`src/rtl/fp_norm_pkg.sv`:
```
// Shared definitions for the significand normalization stage.
// Holds the FSM state encoding, the default datapath widths and the
// width of the shift counter derived from the fraction width.
package fp_norm_pkg;

  localparam int FRAC_W_DEF  = 23;
  localparam int EXP_W_DEF   = 8;
  localparam int SIG_W_DEF   = FRAC_W_DEF + 1;
  localparam int SHIFT_W_DEF = $clog2(FRAC_W_DEF + 2);

  typedef enum logic [1:0] {
    ST_IDLE  = 2'd0,
    ST_SHIFT = 2'd1,
    ST_DONE  = 2'd2
  } norm_state_e;

  // Width of a counter able to hold 0..frac_w shifts (with headroom).
  function automatic int shift_width(input int frac_w);
    return $clog2(frac_w + 2);
  endfunction

endpackage

```
`src/rtl/fp_sum_normalizer.sv`:
```
// Left-normalizes the mantissa adder result one bit per cycle.
//
// state | meaning
// ------+---------------------------------------------------------
// IDLE  | waiting for an operand; in_ready=1
// SHIFT | shifting sig left / decrementing exp until normalized
//       | or the exponent reaches 0 (underflow)
// DONE  | result held on the outputs with out_valid=1
//
// Ports:
//   clk, rst_n            clock, async active-low reset
//   in_valid/in_ready     input handshake
//   in_sum, in_carry      adder sum/carry; significand = {carry, sum}
//   in_exp, in_sign       tentative biased exponent and sign
//   out_valid/out_ready   output handshake
//   out_frac, out_exp     normalized fraction (integer bit dropped), exponent
//   out_sign              registered sign
//   out_zero              significand was zero
//   out_underflow         exponent hit 0 before normalization finished
//   out_shift             number of left shifts applied
module fp_sum_normalizer
  import fp_norm_pkg::*;
#(
  parameter int FRAC_W = FRAC_W_DEF,
  parameter int EXP_W  = EXP_W_DEF
) (
  input  logic                            clk,
  input  logic                            rst_n,
  input  logic                            in_valid,
  output logic                            in_ready,
  input  logic [FRAC_W-1:0]               in_sum,
  input  logic                            in_carry,
  input  logic [EXP_W-1:0]                in_exp,
  input  logic                            in_sign,
  output logic                            out_valid,
  input  logic                            out_ready,
  output logic [FRAC_W-1:0]               out_frac,
  output logic [EXP_W-1:0]                out_exp,
  output logic                            out_sign,
  output logic                            out_zero,
  output logic                            out_underflow,
  output logic [$clog2(FRAC_W+2)-1:0]     out_shift
);

  localparam int SIG_W   = FRAC_W + 1;
  localparam int SHIFT_W = $clog2(FRAC_W + 2);

  norm_state_e        state_q;
  logic [SIG_W-1:0]   sig_q;
  logic [EXP_W-1:0]   exp_q;
  logic               sign_q;
  logic               zero_q;
  logic               uf_q;
  logic [SHIFT_W-1:0] shift_q;
  logic               valid_q;

  logic [SIG_W-1:0]   sig_in;
  assign sig_in = {in_carry, in_sum};

  always_ff @(posedge clk or negedge rst_n) begin
    if (!rst_n) begin
      state_q <= ST_IDLE;
      sig_q   <= '0;
      exp_q   <= '0;
      sign_q  <= 1'b0;
      zero_q  <= 1'b0;
      uf_q    <= 1'b0;
      shift_q <= '0;
      valid_q <= 1'b0;
    end else begin
      case (state_q)
        ST_IDLE: begin
          if (in_valid) begin
            sig_q   <= sig_in;
            exp_q   <= in_exp;
            sign_q  <= in_sign;
            shift_q <= '0;
            zero_q  <= 1'b0;
            uf_q    <= 1'b0;
            if (sig_in == '0) begin
              zero_q  <= 1'b1;
              exp_q   <= '0;
              valid_q <= 1'b1;
              state_q <= ST_DONE;
            end else if (sig_in[FRAC_W]) begin
              valid_q <= 1'b1;
              state_q <= ST_DONE;
            end else begin
              state_q <= ST_SHIFT;
            end
          end
        end
        ST_SHIFT: begin
          if (sig_q[FRAC_W]) begin
            valid_q <= 1'b1;
            state_q <= ST_DONE;
          end else if (exp_q == '0) begin
            // Denormal: stop shifting and leave the fraction where it is.
            uf_q    <= 1'b1;
            valid_q <= 1'b1;
            state_q <= ST_DONE;
          end else begin
            sig_q   <= {sig_q[SIG_W-2:0], 1'b0};
            exp_q   <= exp_q - EXP_W'(1);
            shift_q <= shift_q + SHIFT_W'(1);
          end
        end
        ST_DONE: begin
          // No accept in the same cycle; IDLE takes the next operand.
          if (out_ready) begin
            valid_q <= 1'b0;
            state_q <= ST_IDLE;
          end
        end
        default: begin
          valid_q <= 1'b0;
          state_q <= ST_IDLE;
        end
      endcase
    end
  end

  assign in_ready      = (state_q == ST_IDLE);
  assign out_valid     = valid_q;
  assign out_frac      = sig_q[FRAC_W-1:0];
  assign out_exp       = exp_q;
  assign out_sign      = sign_q;
  assign out_zero      = zero_q;
  assign out_underflow = uf_q;
  assign out_shift     = shift_q;

endmodule

```
`config.mk`:
```
export PLATFORM = sky130hd
export DESIGN_NAME = fp_sum_normalizer
export DESIGN_NICKNAME = d
export VERILOG_FILES = /design/src/rtl/fp_norm_pkg.sv /design/src/rtl/fp_sum_normalizer.sv
export SDC_FILE = /design/constraint.sdc
export NUM_CORES = 1
export LEC_CHECK = 0
export ABC_AREA = 1
export CORE_AREA = 2 2 78 80
export DETAILED_ROUTE_END_ITERATION = 7
export DIE_AREA = 0 0 80 82
export GPL_TIMING_DRIVEN = 0
export PLACE_DENSITY = 0.85
export REMOVE_ABC_BUFFERS = 1
export SLEW_MARGIN = 5
export SYNTH_ARGS = -nofsm -noshare
export SYNTH_HDL_FRONTEND = slang
export SYNTH_SLANG_ARGS = --single-unit
```
`constraint.sdc`:
```
create_clock -name clk -period 2.7 [get_ports clk]
set_clock_uncertainty 0.15 [all_clocks]
set_input_delay 0.54 -clock clk [delete_from_list [all_inputs] [get_ports clk]]
set_output_delay 0.54 -clock clk [all_outputs]
set_load 0.02 [all_outputs]
```
* After elaboration in Yosys (flattened, before gate mapping)
Cells that the tools add are included. W data, S select, Z words.
Storage, ports and cells: memories kept 0, input bits 37, bits in registers 43, ROM bits 0, memory bits (writable) 0, latch bits 0, output and inout bits 41, word-level logic and storage cells 61
Cells by class: reductions and logical operators 10, bitwise operators 0, $mul 0, muxes and demuxes 31, $lt $le $gt $ge 0, add/subtract/negate cells 2, equal/unequal tests 9, shifts and indexed selects 0, div/mod/pow operators 0
Operator list (number):
- $mux W24 | 3
- $pmux W24 S2 | 1
- $mux W8 | 4
- $logic_not A24 Y1 | 1
- $pmux W8 S2 | 1
- $mux W5 | 3
- $mux W2 | 6
- $reduce_and A4 Y1 | 3
- $ne A2 B2 Y1 const B | 5
- $pmux W5 S2 | 1
- $mux W1 | 9
- $logic_not A8 Y1 | 1
- $sub A8 B1 Y8 const B | 1
- $pmux W2 S3 | 1
- $add A5 B1 Y5 const B | 1
- $reduce_and A2 Y1 | 2
- $ne A3 B1 Y1 const B | 1
- $ne A3 B3 Y1 const B | 1
- $pmux W1 S3 | 1
- $reduce_and A3 Y1 | 1
- $eq A2 B1 Y1 const B | 1
- $eq A2 B2 Y1 const B | 1
- $logic_not A2 Y1 | 1
- $pmux W1 S2 | 1
- $reduce_bool A2 Y1 | 1

* Depth between registers and ports, before layout
depth after elaboration 4, mapped depth 12, mapped depth without buffers 11

* Least setup slack after synthesis
Ideal clock, no wire load.
kind flip-flop to flip-flop, start register exp_q[0], in the netlist out_exp[0], end register shift_q[0], in the netlist out_shift[0], arrival time 1.380 ns, library setup time 0.128 ns, buffers on the path 1, cell stages (with the launch flop) 12, setup slack 1.042 ns, cells stage by stage dfrtp_1 inv_1 ha_1 inv_1 nor2_1 nand2_2 nand3_4 nand2_4 inv_2 buf_6 nand2_1 o21ai_2
On the way: cells in the longest elaborated chain, start to end 3
RTL lines:
- start, declared | RTL line fp_sum_normalizer.sv:50 | logic [EXP_W-1:0] exp_q;
- start signal, assigned | RTL line fp_sum_normalizer.sv:75 | exp_q <= in_exp;
- start signal, assigned | RTL line fp_sum_normalizer.sv:104 | exp_q <= exp_q - EXP_W'(1);
- $logic_not A8 Y1 | RTL line fp_sum_normalizer.sv:97 | end else if (exp_q == '0) begin
- $ne A2 B2 Y1 (no line)
- $reduce_and A4 Y1 (no line)
- end signal, assigned | RTL line fp_sum_normalizer.sv:105 | shift_q <= shift_q + SHIFT_W'(1);
- end, declared | RTL line fp_sum_normalizer.sv:54 | logic [SHIFT_W-1:0] shift_q;
No other way between the ends. A chain may end at the register's enable or synchronous reset.

* Final worst setup path
start register state_q[1], end output in_ready
On the way: cells in the longest elaborated chain, start to end 1
RTL lines:
- start, declared | RTL line fp_sum_normalizer.sv:48 | norm_state_e state_q;
- start signal, assigned | RTL line fp_sum_normalizer.sv:62 | state_q <= ST_IDLE;
- start signal, assigned | RTL line fp_sum_normalizer.sv:84 | state_q <= ST_DONE;
- start signal, assigned | RTL line fp_sum_normalizer.sv:87 | state_q <= ST_DONE;
- $logic_not A2 Y1 | RTL line fp_sum_normalizer.sv:123 | assign in_ready = (state_q == ST_IDLE);
- end, declared | RTL line fp_sum_normalizer.sv:30 | output logic in_ready,
No other way between the ends.

==> impl_metrics.json <==
{
  "outcome": "completed",
  "worstRegToRegCells": 10,
  "overflow": 0,
  "pre_cts_ws_ps": 260,
  "die_x_um": 80,
  "portBuffers": 77,
  "antenna_found_initial": 0,
  "critPathSlowestCell": "clkdlybuf4s50_1",
  "ys.flop_type": "dfrtp_1",
  "seqPwrFrac_pct": 33.6,
  "cts_hold_buf": 0,
  "hold_class": "input port to asynchronous set/reset pin",
  "syn_area_um2": 2510,
  "yosysUniqueCellTypes": 25,
  "dp_hpwl_mm": 4.25,
  "firstDrtPassIters": 4,
  "final_core_util_pct": 55.8,
  "cts_setup_buffers": 0,
  "syn_to_final_growth_pct": 27.6,
  "clkSinkCount": 43,
  "wl_mm": 5.81,
  "synth_common_cells": "nand2_1, dfrtp_1, nand3_1",
  "vias": 2277,
  "switchingPower_mw": 1.64,
  "multi_input_area_um2": 1070,
  "synth_most_common_cell": "nand2_1",
  "drt-vias-per-instance": 4.92,
  "die_area_um2": 6560,
  "layout.nets": 427,
  "rows": 28,
  "drt_iter0_drc": 107,
  "tightest_slew_ps": 528,
  "drc": 0,
  "grt_pass1_vias": 2180,
  "async_flop_share_pct": 100,
  "hold_violations": 0,
  "rsz0062_at_grt": "false",
  "period_share_pct": 85.1,
  "setup_viol": 0,
  "placedCellCount": 455,
  "endpoint_kind": "primary output",
  "core-area_um2": 5750,
  "ys_warn_count": 0,
  "fp.dieH_um": 82,
  "place_congestion": 0.900,
  "combPwrFrac_pct": 55.3,
  "fillers": 569,
  "drive_gt1_share_pct": 6.96,
  "worst_r2r_endpoint": "out_exp[3]",
  "critPathBufInv": 1,
  "htree_levels": 2,
  "cts_tree": "built",
  "cap_violations": 0,
  "fin_crit_ps": 2300,
  "clk_pin_slew_ps": 90,
  "crit_family": "buffers and inverters",
  "synth_edf_count": 0,
  "slew_headroom_pct": 64.7,
  "ys_seq_area_share_pct": 42.8,
  "ir_worst_vdd_uv": 540,
  "track_usage_pct": 18.7,
  "ant_nets": 0,
  "synthTopCellsByArea": "dfrtp_1, nand2_1, nand3_1",
  "synth_top_area_share_pct": 42.8,
  "r2r_start": "out_exp[0]",
  "fmax_mhz": 435,
  "synth_top_area_cell": "dfrtp_1",
  "grt_pass1_wl_mm": 9.50,
  "synth_seq_cells": 43,
  "antenna_cells": 0,
  "clock_latency_ps": 290,
  "cp_cell_sequence": "nor2_2, clkdlybuf4s50_1",
  "critical_path_arrival_ps": 1610,
  "top_level_ports": 78,
  "seqCellArea_um2": 1080,
  "cp_slowest_stage_delay_ps": 640,
  "final_cell_count_no_fill": 463,
  "synthCells": 336,
  "critPathMaxFanout": 7,
  "start_kind": "flip-flop",
  "avgSynthCellArea_um2": 7.48,
  "leakage_nw": 1.51,
  "cts-root-buf": "clkbuf_8",
  "cts_buffer_depth": 2,
  "power_mw": 3.60,
  "fin_setup_tns_ps": 0,
  "power_frac_clock_pct": 11.1,
  "p_per_area_nw_per_um2": 1120,
  "initial_core_util_pct": 43.8,
  "regToRegSetupSlack_ps": 610,
  "setup_ws_ps": 403,
  "post_cts_resized": 0,
  "grt_max_degree": 31,
  "swShare_pct": 45.6,
  "criticalPathCategory": "flip-flop to primary output",
  "cts_buffers": 5,
  "p_int_mw": 1.96,
  "cp.depth": 2,
  "maxSlewViolCount": 0,
  "cp_data_required_time_ps": 2010,
  "wl_per_cell_um": 12.5
}
-- worst reg2reg max path: stages (launching register included) --
cell	delay (ps)
dfrtp_1	440
inv_1	100
ha_1	140
inv_1	30
nor2_1	120
nand2_2	100
nand3_4	170
nand2_4	130
inv_2	420
nand2_1	130
nand2_1	100
-- sequential cells by signal (all words and copies together), names as in the netlist --
signal	count
sig_q	24
out_exp	8
out_shift	5
state_q	2
out_sign	1
out_underflow	1
out_valid	1
out_zero	1
-- kinds of logic (layout without fill, tap and decap cells) --
family                   Yosys count  count (layout)  synth area share, %
XOR/XNOR                           3               3                 1.04
AND/OR/NAND/NOR                  212             212                 36.5
AO/OA/AOI/OAI                     16              16                 3.68
adder cells (fa/ha/maj)            3               3                 1.49
buffers and inverters             59             111                 14.5
flip-flops                        43              43                 42.8
-- metrics by stage --
step / hold slack [ps] / instance area (µm²)
floorplan: 94.4 / 2240
global placement: 307 / 3110
detailed placement: 312 / 3120
CTS: 2.36 / 3210
global route: 6.18 / 3210
finish: 3.74 / 3210
-- power by group through the flow --
stage               logic [mW]  clock network, mW  registers, mW
finish                    1.99              0.400           1.21
global route              2.21              0.446           1.25
CTS                       2.02              0.418           1.21
detailed placement        2.01                  0           1.21
global placement          1.95                  0           1.21
floorplan                0.855                  0           1.49
-- layer usage --
metal | global-route usage [%] | routed length [µm] | vias to the layer above
met5 | 0 | 0 | -
met2 | 32.7 | 2950 | 75
met1 | 22.0 | 2410 | 1070
li1 | - | - | 1128
met3 | 5.82 | 403 | 4
met4 | 6.10 | 45 | 0
-- area by class of cell --
class | instances | share of cell area (%)
Sequential cell | 43 | 33.5
Multi-Input combinational cell | 234 | 33.5
Timing Repair Buffer | 78 | 24.5
Inverter | 25 | 2.93
Tap cell | 75 | 2.93
Clock buffer | 6 | 2.26
Clock inverter | 2 | 0.390
-- cells in the final DEF, fill, tap and decap left out, types with 3 or more instances in the layout --
cell	n
o21ai_0	7
nor2_1	26
inv_1	19
nand3_1	35
clkdlybuf4s50_1	76
dfrtp_1	43
nand2_1	133
a21oi_1	5
xor2_1	3
clkbuf_8	5
nor3_1	4
nand2_4	3
inv_2	6
ha_1	3
-- how the worst max path moves through the flow --
| stage | startpoint | end | slack, ps |
|---|---|---|---|
| after floorplan | out_exp[0] | out_shift[0] | 860 |
| after global placement | rst_n | sig_q[4] | -220 |
| after detailed placement | in_sum[15] | out_valid | 260 |
| after CTS | state_q[1] | in_ready | 390 |
| after global routing | state_q[1] | in_ready | 320 |
| final | state_q[1] | in_ready | 400 |
Note: power is estimated with default switching activity, not from simulation.
